**src/rtl/riscv_ctrl_pkg.sv**
```systemverilog
// Shared encodings for the multicycle RV32I control unit: FSM states, opcodes,
// ALU operation codes and datapath mux selects.
package riscv_ctrl_pkg;

  typedef enum logic [3:0] {
    S_FETCH,
    S_DECODE,
    S_MEM_ADR,
    S_MEM_READ,
    S_MEM_WB,
    S_MEM_WRITE,
    S_EXEC_R,
    S_EXEC_I,
    S_ALU_WB,
    S_BRANCH,
    S_JAL,
    S_LUI,
    S_TRAP
  } state_t;

  localparam logic [6:0] OP_LOAD   = 7'b0000011;
  localparam logic [6:0] OP_STORE  = 7'b0100011;
  localparam logic [6:0] OP_R      = 7'b0110011;
  localparam logic [6:0] OP_I      = 7'b0010011;
  localparam logic [6:0] OP_BRANCH = 7'b1100011;
  localparam logic [6:0] OP_JAL    = 7'b1101111;
  localparam logic [6:0] OP_LUI    = 7'b0110111;

  typedef enum logic [3:0] {
    ALU_ADD  = 4'd0,
    ALU_SUB  = 4'd1,
    ALU_AND  = 4'd2,
    ALU_OR   = 4'd3,
    ALU_XOR  = 4'd4,
    ALU_SLT  = 4'd5,
    ALU_SLTU = 4'd6,
    ALU_SLL  = 4'd7,
    ALU_SRL  = 4'd8,
    ALU_SRA  = 4'd9
  } alu_ctrl_e;

  // What the FSM asks of the ALU decoder: a fixed op, or decode from funct fields.
  typedef enum logic [1:0] {
    ALU_OP_ADD   = 2'b00,
    ALU_OP_SUB   = 2'b01,
    ALU_OP_FUNCT = 2'b10
  } alu_op_e;

  localparam logic [1:0] RES_ALUOUT = 2'b00;
  localparam logic [1:0] RES_RDATA  = 2'b01;
  localparam logic [1:0] RES_ALU    = 2'b10;

  localparam logic [1:0] SRC_A_PC    = 2'b00;
  localparam logic [1:0] SRC_A_OLDPC = 2'b01;
  localparam logic [1:0] SRC_A_RS1   = 2'b10;
  localparam logic [1:0] SRC_A_ZERO  = 2'b11;

  localparam logic [1:0] SRC_B_RS2  = 2'b00;
  localparam logic [1:0] SRC_B_IMM  = 2'b01;
  localparam logic [1:0] SRC_B_FOUR = 2'b10;

  localparam logic [2:0] IMM_I = 3'b000;
  localparam logic [2:0] IMM_S = 3'b001;
  localparam logic [2:0] IMM_B = 3'b010;
  localparam logic [2:0] IMM_J = 3'b011;
  localparam logic [2:0] IMM_U = 3'b100;

  // funct3 010/011 have no branch meaning in RV32I.
  function automatic logic branch_legal(input logic [2:0] funct3);
    return funct3[2:1] != 2'b01;
  endfunction

endpackage

```
**src/rtl/alu_decoder_ext.sv**
```systemverilog
// ALU operation decoder: maps the FSM's alu_op request plus the instruction's
// funct fields onto an ALU control code.
module alu_decoder_ext
  import riscv_ctrl_pkg::*;
#(
  parameter int ALU_CTRL_W = 4
) (
  input  logic [6:0]            op_code,
  input  logic [2:0]            funct3,
  input  logic [6:0]            funct7,
  input  alu_op_e               alu_op,
  output logic [ALU_CTRL_W-1:0] alu_control
);

  alu_ctrl_e op;

  // Only op_code[5] (R vs I form) and funct7[5] (SUB/SRA select) matter here.
  logic unused_fields;
  assign unused_fields = ^{op_code[6], op_code[4:0], funct7[6], funct7[4:0]};

  always_comb begin
    op = ALU_ADD;
    case (alu_op)
      ALU_OP_SUB: op = ALU_SUB;
      ALU_OP_FUNCT: begin
        case (funct3)
          3'b000:  op = (op_code[5] & funct7[5]) ? ALU_SUB : ALU_ADD;
          3'b001:  op = ALU_SLL;
          3'b010:  op = ALU_SLT;
          3'b011:  op = ALU_SLTU;
          3'b100:  op = ALU_XOR;
          3'b101:  op = funct7[5] ? ALU_SRA : ALU_SRL;
          3'b110:  op = ALU_OR;
          default: op = ALU_AND;
        endcase
      end
      default: op = ALU_ADD;
    endcase
  end

  assign alu_control = ALU_CTRL_W'(op);

endmodule

```
**src/rtl/multicycle_control.sv**
```systemverilog
// Multicycle RV32I control FSM: sequences fetch/decode/execute over a shared
// memory and ALU, with memory wait handshake, illegal trap and instret counter.
//
// state       | meaning
// S_FETCH     | read instruction at PC, PC+4 on completion
// S_DECODE    | branch/jump target into ALUOut, dispatch on opcode
// S_MEM_ADR   | rs1+imm effective address
// S_MEM_READ  | load request, wait for mem_ready
// S_MEM_WB    | load data to register file
// S_MEM_WRITE | store request, wait for mem_ready
// S_EXEC_R    | rs1 op rs2
// S_EXEC_I    | rs1 op imm
// S_ALU_WB    | ALUOut to register file
// S_BRANCH    | compare rs1/rs2, load PC from ALUOut if taken
// S_JAL       | load PC with target, compute return address
// S_LUI       | zero + U-immediate
// S_TRAP      | unsupported instruction, parked until reset
module multicycle_control
  import riscv_ctrl_pkg::*;
#(
  parameter int ALU_CTRL_W = 4,
  parameter int CNT_W      = 32
) (
  input  logic                  clk,
  input  logic                  rst_n,
  input  logic [6:0]            op_code,
  input  logic [2:0]            funct3,
  input  logic [6:0]            funct7,
  input  logic                  zero,
  input  logic                  lt,
  input  logic                  ltu,
  input  logic                  mem_ready,
  output logic                  mem_req,
  output logic                  mem_w,
  output logic                  adr_src,
  output logic                  ir_w,
  output logic                  pc_w,
  output logic                  reg_w,
  output logic [1:0]            result_src,
  output logic [1:0]            alu_src_a,
  output logic [1:0]            alu_src_b,
  output logic [2:0]            imm_src,
  output logic [ALU_CTRL_W-1:0] alu_control,
  output logic                  illegal,
  output logic [CNT_W-1:0]      instret
);

  state_t  state;
  alu_op_e alu_op;
  logic    taken;
  logic    f3_ok;
  logic    retire;

  alu_decoder_ext #(.ALU_CTRL_W(ALU_CTRL_W)) u_alu_dec (
    .op_code    (op_code),
    .funct3     (funct3),
    .funct7     (funct7),
    .alu_op     (alu_op),
    .alu_control(alu_control)
  );

  always_comb begin
    taken = 1'b0;
    case (funct3)
      3'b000:  taken = zero;
      3'b001:  taken = ~zero;
      3'b100:  taken = lt;
      3'b101:  taken = ~lt;
      3'b110:  taken = ltu;
      3'b111:  taken = ~ltu;
      default: taken = 1'b0;
    endcase
  end

  assign f3_ok  = branch_legal(funct3);
  assign retire = (state == S_MEM_WB) || (state == S_ALU_WB) ||
                  (state == S_MEM_WRITE && mem_ready) ||
                  (state == S_BRANCH && f3_ok);

  always_ff @(posedge clk or negedge rst_n) begin
    if (!rst_n) begin
      state   <= S_FETCH;
      instret <= '0;
    end else begin
      if (retire) instret <= instret + CNT_W'(1);
      case (state)
        S_FETCH:     if (mem_ready) state <= S_DECODE;
        S_DECODE: begin
          case (op_code)
            OP_LOAD, OP_STORE: state <= S_MEM_ADR;
            OP_R:              state <= S_EXEC_R;
            OP_I:              state <= S_EXEC_I;
            OP_BRANCH:         state <= S_BRANCH;
            OP_JAL:            state <= S_JAL;
            OP_LUI:            state <= S_LUI;
            default:           state <= S_TRAP;
          endcase
        end
        S_MEM_ADR:   state <= op_code[5] ? S_MEM_WRITE : S_MEM_READ;
        S_MEM_READ:  if (mem_ready) state <= S_MEM_WB;
        S_MEM_WB:    state <= S_FETCH;
        S_MEM_WRITE: if (mem_ready) state <= S_FETCH;
        S_EXEC_R, S_EXEC_I, S_LUI, S_JAL: state <= S_ALU_WB;
        S_ALU_WB:    state <= S_FETCH;
        S_BRANCH:    state <= f3_ok ? S_FETCH : S_TRAP;
        S_TRAP:      state <= S_TRAP;
        default:     state <= S_FETCH;
      endcase
    end
  end

  // Decoding is gated by rst_n so that asserting reset kills every request at once.
  always_comb begin
    mem_req    = 1'b0;
    mem_w      = 1'b0;
    adr_src    = 1'b0;
    ir_w       = 1'b0;
    pc_w       = 1'b0;
    reg_w      = 1'b0;
    result_src = RES_ALUOUT;
    alu_src_a  = SRC_A_PC;
    alu_src_b  = SRC_B_RS2;
    imm_src    = IMM_I;
    alu_op     = ALU_OP_ADD;
    illegal    = 1'b0;
    if (rst_n) begin
      case (state)
        S_FETCH: begin
          mem_req    = 1'b1;
          ir_w       = mem_ready;
          pc_w       = mem_ready;
          alu_src_b  = SRC_B_FOUR;
          result_src = RES_ALU;
        end
        S_DECODE: begin
          alu_src_a = SRC_A_OLDPC;
          alu_src_b = SRC_B_IMM;
          case (op_code)
            OP_STORE:  imm_src = IMM_S;
            OP_BRANCH: imm_src = IMM_B;
            OP_JAL:    imm_src = IMM_J;
            OP_LUI:    imm_src = IMM_U;
            default:   imm_src = IMM_I;
          endcase
        end
        S_MEM_ADR: begin
          alu_src_a = SRC_A_RS1;
          alu_src_b = SRC_B_IMM;
          imm_src   = op_code[5] ? IMM_S : IMM_I;
        end
        S_MEM_READ: begin
          mem_req = 1'b1;
          adr_src = 1'b1;
        end
        S_MEM_WB: begin
          result_src = RES_RDATA;
          reg_w      = 1'b1;
        end
        S_MEM_WRITE: begin
          mem_req = 1'b1;
          mem_w   = 1'b1;
          adr_src = 1'b1;
        end
        S_EXEC_R: begin
          alu_src_a = SRC_A_RS1;
          alu_op    = ALU_OP_FUNCT;
        end
        S_EXEC_I: begin
          alu_src_a = SRC_A_RS1;
          alu_src_b = SRC_B_IMM;
          alu_op    = ALU_OP_FUNCT;
        end
        S_ALU_WB: reg_w = 1'b1;
        S_BRANCH: begin
          alu_src_a = SRC_A_RS1;
          alu_op    = ALU_OP_SUB;
          pc_w      = taken & f3_ok;
        end
        S_JAL: begin
          alu_src_a = SRC_A_OLDPC;
          alu_src_b = SRC_B_FOUR;
          pc_w      = 1'b1;
        end
        S_LUI: begin
          alu_src_a = SRC_A_ZERO;
          alu_src_b = SRC_B_IMM;
          imm_src   = IMM_U;
        end
        S_TRAP:  illegal = 1'b1;
        default: illegal = 1'b0;
      endcase
    end
  end

endmodule

```
**config.mk**
```make
export PLATFORM = sky130hd
export DESIGN_NAME = multicycle_control
export DESIGN_NICKNAME = d
export VERILOG_FILES = /design/src/rtl/riscv_ctrl_pkg.sv /design/src/rtl/alu_decoder_ext.sv /design/src/rtl/multicycle_control.sv
export SDC_FILE = /design/constraint.sdc
export NUM_CORES = 1
export LEC_CHECK = 0
export BUFFER_PORTS_ARGS = -buffer_cell sky130_fd_sc_hd__buf_2
export CAP_MARGIN = 20
export CORE_MARGIN = 5
export CORE_UTILIZATION = 35
export CTS_CLUSTER_DIAMETER = 100
export DETAILED_ROUTE_END_ITERATION = 16
export GPL_TIMING_DRIVEN = 0
export PLACE_DENSITY_LB_ADDON = 0.1
export SLEW_MARGIN = 15
export SYNTH_ARGS = -nofsm -noshare
export SYNTH_HDL_FRONTEND = slang
export SYNTH_HIERARCHICAL = 1
export SYNTH_SLANG_ARGS = --single-unit
```
**constraint.sdc**
```tcl
create_clock -name clk -period 3.9 [get_ports clk]
set_input_delay 0.78 -clock clk [delete_from_list [all_inputs] [get_ports clk]]
set_output_delay 0.78 -clock clk [all_outputs]
set_load 0.02 [all_outputs]
```
==> results list, run 1 <==
- At the worst endpoint, the required time is between 3 and 4 ns.
- Period utilisation layout: between 80% and 90%
- Detailed placement ended at an HPWL of between 4000 and 5000 um.
- The congestion estimate from routability-driven global placement came to around 0.82.
- The worst pin sits at a relative slew slack of 59.85%.
* H-Tree Depth: 2
* Number of hold violations in the final report: 0
* Max Fclk: ~0.29 GHz
- Summing over every cut layer, the via total after detailed routing is between 2000 and 2500.
* Largest net degree at the start of global routing: 45
- Final total negative setup slack: 0 ns
- The worst setup path is of the input pin to primary output kind.
- Buffers added on ports: 66
- Max Root-Sink Buffers: 2
- Number of synthesized flops with an enable pin: 0
* Share of synthesized area occupied by flip-flops and latches: 37.78%
* Average wire per cell in the routed design: approximately 15 um
* Arrival time at the worst endpoint: 2.69 ns
* Antenna cell count: 0
- At the placement stage, the worst setup path has a slack of between 0.04 and 0.05 ns.
- Max-capacitance violation count: 0
- Once placement finished, the instance area stood at about 2800 um^2.
- Die area: 8565 um^2
* Clock tree from TritonCTS: yes
- The tree is rooted in a sky130_fd_sc_hd__clkbuf_8.
* Worst ir drop on vdd: 0.2343 mV
- Setup violations remaining at the end of the flow were counted as 0.
- Setup repair bufs after CTS: 0
- After synthesis, the share of flip-flops with an asynchronous set or reset is 100.0%.
* Die height: between 90 and 100 um
* DRT Pass-1 Iters: 4
- Area delta synth->final: 21.41%
* Worst-case hold slack: around 0.46 ns
- The final layout contains routed wiring with a total length of around 6000 um.
- After clock tree synthesis, the flow added hold-fix buffers numbering 0.
* Register bit total from synthesis: 36
* Overall routing resource usage: around 14%
- At the pin with the least slew margin, the transition time is ~0.6 ns.
* Combined area of all synthesized cells: 2385 um^2
- After technology mapping, the gate count stands at approximately 260.
- Leaving out fill and tap cells, the most frequent cell in the layout is sky130_fd_sc_hd__buf_2.
- The max-slew violation total from the final report is 0.
* Post-route ant nets: 0
- DRC violations left: 0
- The worst path meets setup with roughly 0.43 ns of slack.
* RSZ-0062 raised after global routing: no
- Clock insertion delay at the later pin of the skew report: around 0.29 ns
* Antenna violations before repair: 0
- Violation count after the first detailed-routing iteration: 73
- Fill cells in the final layout number a little over 700.
- between 70 and 80 I/O pins were placed.
- In the routed layout, each cell is associated on average with a via count of 5.190.
* Initial Utilization: approximately 35%
- # nets final: between 300 and 400
* Type of origin of the critical path: input pin
- The first global-routing pass estimated 10040 um of wire.
- Yosys warns: 6
- In this run the core area contains 30 standard-cell rows.
* Shortest clock period the worst path allows after layout: between 3 and 4 ns
* Clock sink count: 36
- With fillers left out, the area of the finished cells amounts to 2895 um^2.
* Total global routing overflow: 0
- When the netlist entered floorplanning its net count stood at a little under 300.
* Critical path capture point type: primary output
- Summed over all cells, the static leakage comes to between 1 and 1.5 nW.
- The via count of the first global-routing pass came to around 2100.
* Chip width: 92.55 um
* Peak fanout along the critical path: 44
- Layout cells sized above 1: between 20% and 30%
- Clock skew on the completed layout was measured at between 0.005 and 0.006 ns.
- Clock-pin slew was measured on the worst setup and hold paths at about 0.07 ns.
- The number of clock buffers added by TritonCTS is 5.
* Worst hold path class: flip-flop to flip-flop
* Run status: finished, final reports clean
- Distinct cell type count after synthesis: 53
- Total core area: approximately 6700 um^2
- Ratio of total power to cell area: about 440 nW/um^2
* Most used flip-flop cell after synthesis: sky130_fd_sc_hd__dfrtp_1
- Avg Inst Size Synth: 9.068 um^2
* Commonest non-fill, non-tap cells in the layout: sky130_fd_sc_hd__buf_2 (66), sky130_fd_sc_hd__dfrtp_1 (36), sky130_fd_sc_hd__xnor2_1 (28)
[worst paths after layout]
kind | start | cells past startpoint | slack, ns | endpoint
worst max-delay path | rst_n | 8 | 0.43 | alu_control[3]
worst min-delay path | instret[31] | 1 | 0.46 | instret[31]
worst max register to register | instret[5] | 6 | 2.09 | instret[22]
worst min register to register | instret[31] | 1 | 0.46 | instret[31]
max in group asynchronous | rst_n | 1 | 2.97 | instret[22]
min in group asynchronous | rst_n | 1 | 0.52 | instret[8]
[cell families (layout without fill, tap and decap cells)]
kind of cell    after synthesis  in the layout  synth area share [%]
simple gates                130            130                 31.95
mux                           3              3                 1.312
buf+inv                      19             92                 4.249
fa+ha+maj                     3              3                 1.574
xor+xnor                     37             37                 13.59
flops                        36             36                 37.78
compound gates               35             35                 9.550
[critical path, cell delays in order]
cell and delay [ns]:
sky130_fd_sc_hd__clkbuf_4 0.49, sky130_fd_sc_hd__nand2b_1 0.27, sky130_fd_sc_hd__nor2_1 0.23, sky130_fd_sc_hd__inv_1 0.06, sky130_fd_sc_hd__ha_1 0.29, sky130_fd_sc_hd__nand2b_1 0.19
sky130_fd_sc_hd__nor3_1 0.17, sky130_fd_sc_hd__buf_2 0.19
[report_power, final]
group / internal, mW / leakage [nW] / switching, mW
combinational: 0.198 / 0.869 / 0.360
clock: 0.121 / 0.0410 / 0.126
sequential: 0.417 / 0.490 / 0.0489
[metrics by stage]
step	util, %	instances	total power, mW
floorplan	-	263	0.8590
global placement	41.90	409	1.038
detailed placement	41.90	409	1.038
CTS	43.05	416	1.292
global route	43.09	416	1.360
finish	43.09	416	1.272
[cell type report]
| cell class | count | area, um^2 | area share [%] |
|---|---|---|---|
| inverters | 4 | 15.01 | 0.5186 |
| well taps | 80 | 100.1 | 3.457 |
| flip-flops and latches | 36 | 900.9 | 31.11 |
| clock buffers | 6 | 72.57 | 2.506 |
| plain buffers | 15 | 86.33 | 2.982 |
| repair buffers | 66 | 332.8 | 11.50 |
| clock inverters | 1 | 5.005 | 0.1729 |
| multi-input cells | 208 | 1383 | 47.75 |
[cell usage after synthesis, drive strengths merged, types with 3 or more instances]
master,number,area share [%]
nor3,16,3.6
xor2,9,3.3
nand2,20,3.1
xnor2,28,10
and4,6,2.3
buf,6,1.8
ha,3,1.6
nand2b,6,1.6
nor2b,4,1.0
nand4,16,4.8
a21oi,8,1.7
and3,8,2.2
o21ai,8,1.7
nor4b,3,1.7
nand3,16,3.4
a21boi,5,1.6
dfrtp,36,38
nor2,16,2.5
and2,6,1.6
clkbuf,9,1.8
inv,4,0.63
[sequential cells by signal, summed over array words and instances (netlist names)]
signal,cells
instret,32
state,4
[routing by layer]
layer,track usage [%],routed length [um],vias up
li1,-,-,1087
met1,18.17,2798,1010
met2,24.29,2901,54
met3,3.493,351,8
met4,4.084,62,0
met5,0,0,-
[timing repair]
action | 4_1_cts | 5_1_grt
endpoints found under the setup margin | 0 | 4
hold endpoints to repair | 0 | 0
gates resized for setup | 0 | 1
(Power assumes the default switching activity.)
==> run 2, diff against run 1 <==
- SYNTH_HIERARCHICAL: 1 -> default
==> run 2 against run 1 <==
Net effect: cell count increased by 6.0%; die area rose by 2.2%; clock skew rose by 0.0094 ns; design area rose by 3.0%; setup slack worse by 0.099 ns; power up 18%; largest power group unchanged; via count rose by 0.88%; global-route usage decreased by 0.38 points; combinational power grew 28%; flip-flop and latch count is the same.
==> results list, run 2 <==
* Capturing point of the worst reg2reg path: instret[23]
- The flow ran to the end, and the final reports show no timing, DRC or antenna violations.
- Most numerous cell types in the synthesized netlist: sky130_fd_sc_hd__dfrtp_1 (36), sky130_fd_sc_hd__nand2_1 (23), sky130_fd_sc_hd__nor2_1 (23)
* Launch point of the critical path: rst_n
- The number of setup buffers added after CTS is 0.
- Arrival time at the worst endpoint: 2.79 ns
* Number of hold violations in the final report: 0
- Ports: 75
* Chip width: ~94 um
- The final layout contains between 300 and 400 nets.
- RSZ-0062 raised after global routing: no
- Sequential cells account for just over 30% of the total power.
- Buffers added on ports: 61
- Data required time at the worst endpoint: between 3 and 4 ns
- Total core area: just under 7000 um^2
- H-Tree Depth: 2
- Period utilisation layout: 91.63%
- Combined area of all synthesized cells: about 2400 um^2
* Global-route wire length before repair: 10090 um
- The most critical setup path has its endpoint at alu_control[2].
- Counting every sink on the clock net gives 36.
- Setup violations remaining at the end of the flow were counted as 0.
- Max Root-Sink Buffers: 2
- The floorplan has 30 rows.
- Minimum setup slack among reg-to-reg paths: about 1.9 ns
* Clock insertion delay at the later pin of the skew report: roughly 0.29 ns
- For this configuration, the core starts out at a cell density of approximately 36%.
- The library cell used most frequently in the layout, excluding fill and tap cells, is sky130_fd_sc_hd__buf_2.
- At the end of the flow the core is filled with cells to approximately 44%.
* Post-route ant nets: 0
- Design area: 2983 um^2
- The tree is rooted in a sky130_fd_sc_hd__clkbuf_8.
* Most used flip-flop cell after synthesis: sky130_fd_sc_hd__dfrtp_1
* Final count of pins violating max slew: 0
* Net switching component of the power: 0.6468 mW
- Largest net degree at the start of global routing: 45
- Average wire per cell in the routed design: roughly 14 um
- Routed WL: around 6000 um
- For this run, asynchronously set or reset flops after synthesis account for 100.0%.
- Critical path capture point type: primary output
* CP Class: input pin to primary output
- Via count: 2178
* Type of origin of the critical path: input pin
- Smallest setup slack after layout: 0.3265 ns
- The placed instances occupy a cell area of 2869 um^2.
- The first routing iteration left between 90 and 100 violations.
- Avg Inst Size Synth: approximately 8.9 um^2
* Commonest non-fill, non-tap cells in the layout: sky130_fd_sc_hd__buf_2 (64), sky130_fd_sc_hd__dfrtp_1 (36), sky130_fd_sc_hd__nand2_1 (23), sky130_fd_sc_hd__nor2_1 (23), sky130_fd_sc_hd__xnor2_1 (20)
- Top-area cell type share of the netlist area: between 30% and 40%
* Shortest clock period the worst path allows after layout: between 3 and 4 ns
- Register bit total from synthesis: 36
- Die height: about 94 um
- Number of flip-flops under the largest register name: 32
- Max-capacitance violation count: 0
- Biggest area contributors in the synthesized netlist: sky130_fd_sc_hd__dfrtp_1 (37%), sky130_fd_sc_hd__xnor2_1 (7.2%), sky130_fd_sc_hd__xor2_1 (5.4%)
* Vias in the first global route: 2124
- Number of hold buffers added after cts: 0
* Internal portion of total power: roughly 0.86 mW
- Logic gate share of total power: 47.2%
- Worst ir drop on vdd: 0.3478 mV
- Antenna violations before repair: 0
- In this run the worst path has a maximum fanout of 44.
- DRT Pass-1 Iters: 4
* Switching part of the total: between 40% and 50%
* Reg with most FFs: instret
- Global routing used between 10% and 20% of the available tracks across all layers.
- On the final layout, the worst hold slack is approximately 0.47 ns.
- The worst register-to-register path begins at instret[2].
* DRC violations left: 0
- Leading cell type by number of instances after synthesis: sky130_fd_sc_hd__dfrtp_1
- Total global routing overflow: 0
- The min-delay analysis places its worst path in the category input pin to asynchronous set/reset pin.
* Leak Pwr: about 1.5 nW
* Cell taking the most area after synthesis: sky130_fd_sc_hd__dfrtp_1
- Share of synthesized area occupied by flip-flops and latches: 36.87%
* Post-DP HPWL: 4422 um
* Layout cells sized above 1: approximately a quarter
- The largest registers in the layout are instret: 32 flops, state: 4 flops.
* Yosys warns: 0
- For the final database, setup skew stands at about 0.015 ns.
* Clock Power Share: 21.8%
- Clock-pin slew reported for the worst setup and hold paths after clock tree synthesis: about 0.08 ns
* Number of vias per cell: between 4 and 5
* Die area: between 8000 and 9000 um^2
* Number of synthesized flops with an enable pin: 0
- Post-Synthesis Net Count: 302
- Dividing total power by cell area gives a power density of just over 500 nW/um^2.
* Max Fclk: 0.2798 GHz
* Area delta synth->final: 22.07%
- Distinct cell type count after synthesis: roughly 50
- GPL Wtd Cong: ~0.8
- The number of antenna diodes in the final layout is 0.
- Counting every instance in the synthesized netlist gives roughly 280.
- Clock tree synthesis inserted a total of 5 buffers.
- Worst R2R Path Depth: 5
- At the pin with the least slew margin, the transition time is approximately 0.62 ns.
* Remaining max-slew budget at the tightest pin: 58.24%
- TritonCTS built the clock tree.
- OpenSTA, run right after detailed placement, puts the worst setup slack at -0.07855 ns.
==> run 2: cell types whose count changed in the layout (fill, tap and decap cells not counted), sizes merged, moves of 6 or more <==
cell,before,now
a21oi,8,16
buf,71,65
nand4,16,10
nor2,16,24
nor4,2,10
xnor2,28,20
xor2,9,15
==> run 2: repair_timing <==
action                                  CTS  global route
resized for setup                         1             0
endpoints found under the setup margin    1             0
hold endpoints to repair                  0             0
==> run 2: area by class of cell <==
cell class                      count  area (um^2)
Fill cell                         710         3811
Multi-Input combinational cell    215         1443
Sequential cell                    36        900.9
Timing Repair Buffer               61        307.8
Tap cell                           96        120.1
Buffer                             17        70.07
Clock buffer                        5        68.82
Clock inverter                      3        42.54
Inverter                            8        30.03
==> run 2: power by group through the flow <==
stage	clock [mW]	combinational (mW)	sequential [mW]
final	0.328	0.712	0.467
after CTS	0.340	0.711	0.466
after global placement	0	0.708	0.473
after floorplan	0	0.484	0.504
after global routing	0.361	0.785	0.476
after detailed placement	0	0.709	0.473
==> run 2: worst max-delay path: stages <==
cell,delay (ns)
sky130_fd_sc_hd__buf_4,0.43
sky130_fd_sc_hd__nand2_1,0.26
sky130_fd_sc_hd__or3_1,0.42
sky130_fd_sc_hd__ha_1,0.35
sky130_fd_sc_hd__nor4bb_1,0.31
sky130_fd_sc_hd__buf_2,0.22
==> run 2: worst min-delay path by stage <==
stage	startpoint	to	slack [ns]	cells past startpoint
floorplan	rst_n	instret[0]	0.48	0
global route	rst_n	instret[21]	0.51	1
finish	rst_n	instret[21]	0.47	1
CTS	instret[31]	instret[31]	0.47	1
detailed placement	instret[31]	instret[31]	0.46	1
global placement	instret[31]	instret[31]	0.45	1
==> run 2: cell families (layout without fill, tap and decap cells) <==
| kind of cell | after synthesis | in the layout | share of synthesized area (%) |
|---|---|---|---|
| adder cells (fa/ha/maj) | 3 | 3 | 1.536 |
| XOR/XNOR | 35 | 35 | 12.55 |
| multiplexers | 4 | 4 | 1.690 |
| AND/OR/NAND/NOR | 140 | 140 | 34.82 |
| buffers and inverters | 25 | 94 | 4.096 |
| AO/OA/AOI/OAI | 33 | 33 | 8.449 |
| flip-flops | 36 | 36 | 36.87 |
==> run 2: through the flow <==
step                      total power, mW  setup TNS, ns  instances
final                               1.507              0        441
after floorplan                    0.9882              0        276
after CTS                           1.518              0        441
after global placement              1.181       -0.06409        433
after detailed placement            1.182       -0.07855        433
after global routing                1.623              0        441
==> run 2: layer usage <==
layer,track usage [%],up-vias,part of all wire [%]
met5,0,-,0
met4,3.610,0,0.89
met3,2.896,8,4.2
met2,22.75,39,45
met1,18.91,1032,49
li1,-,1099,-
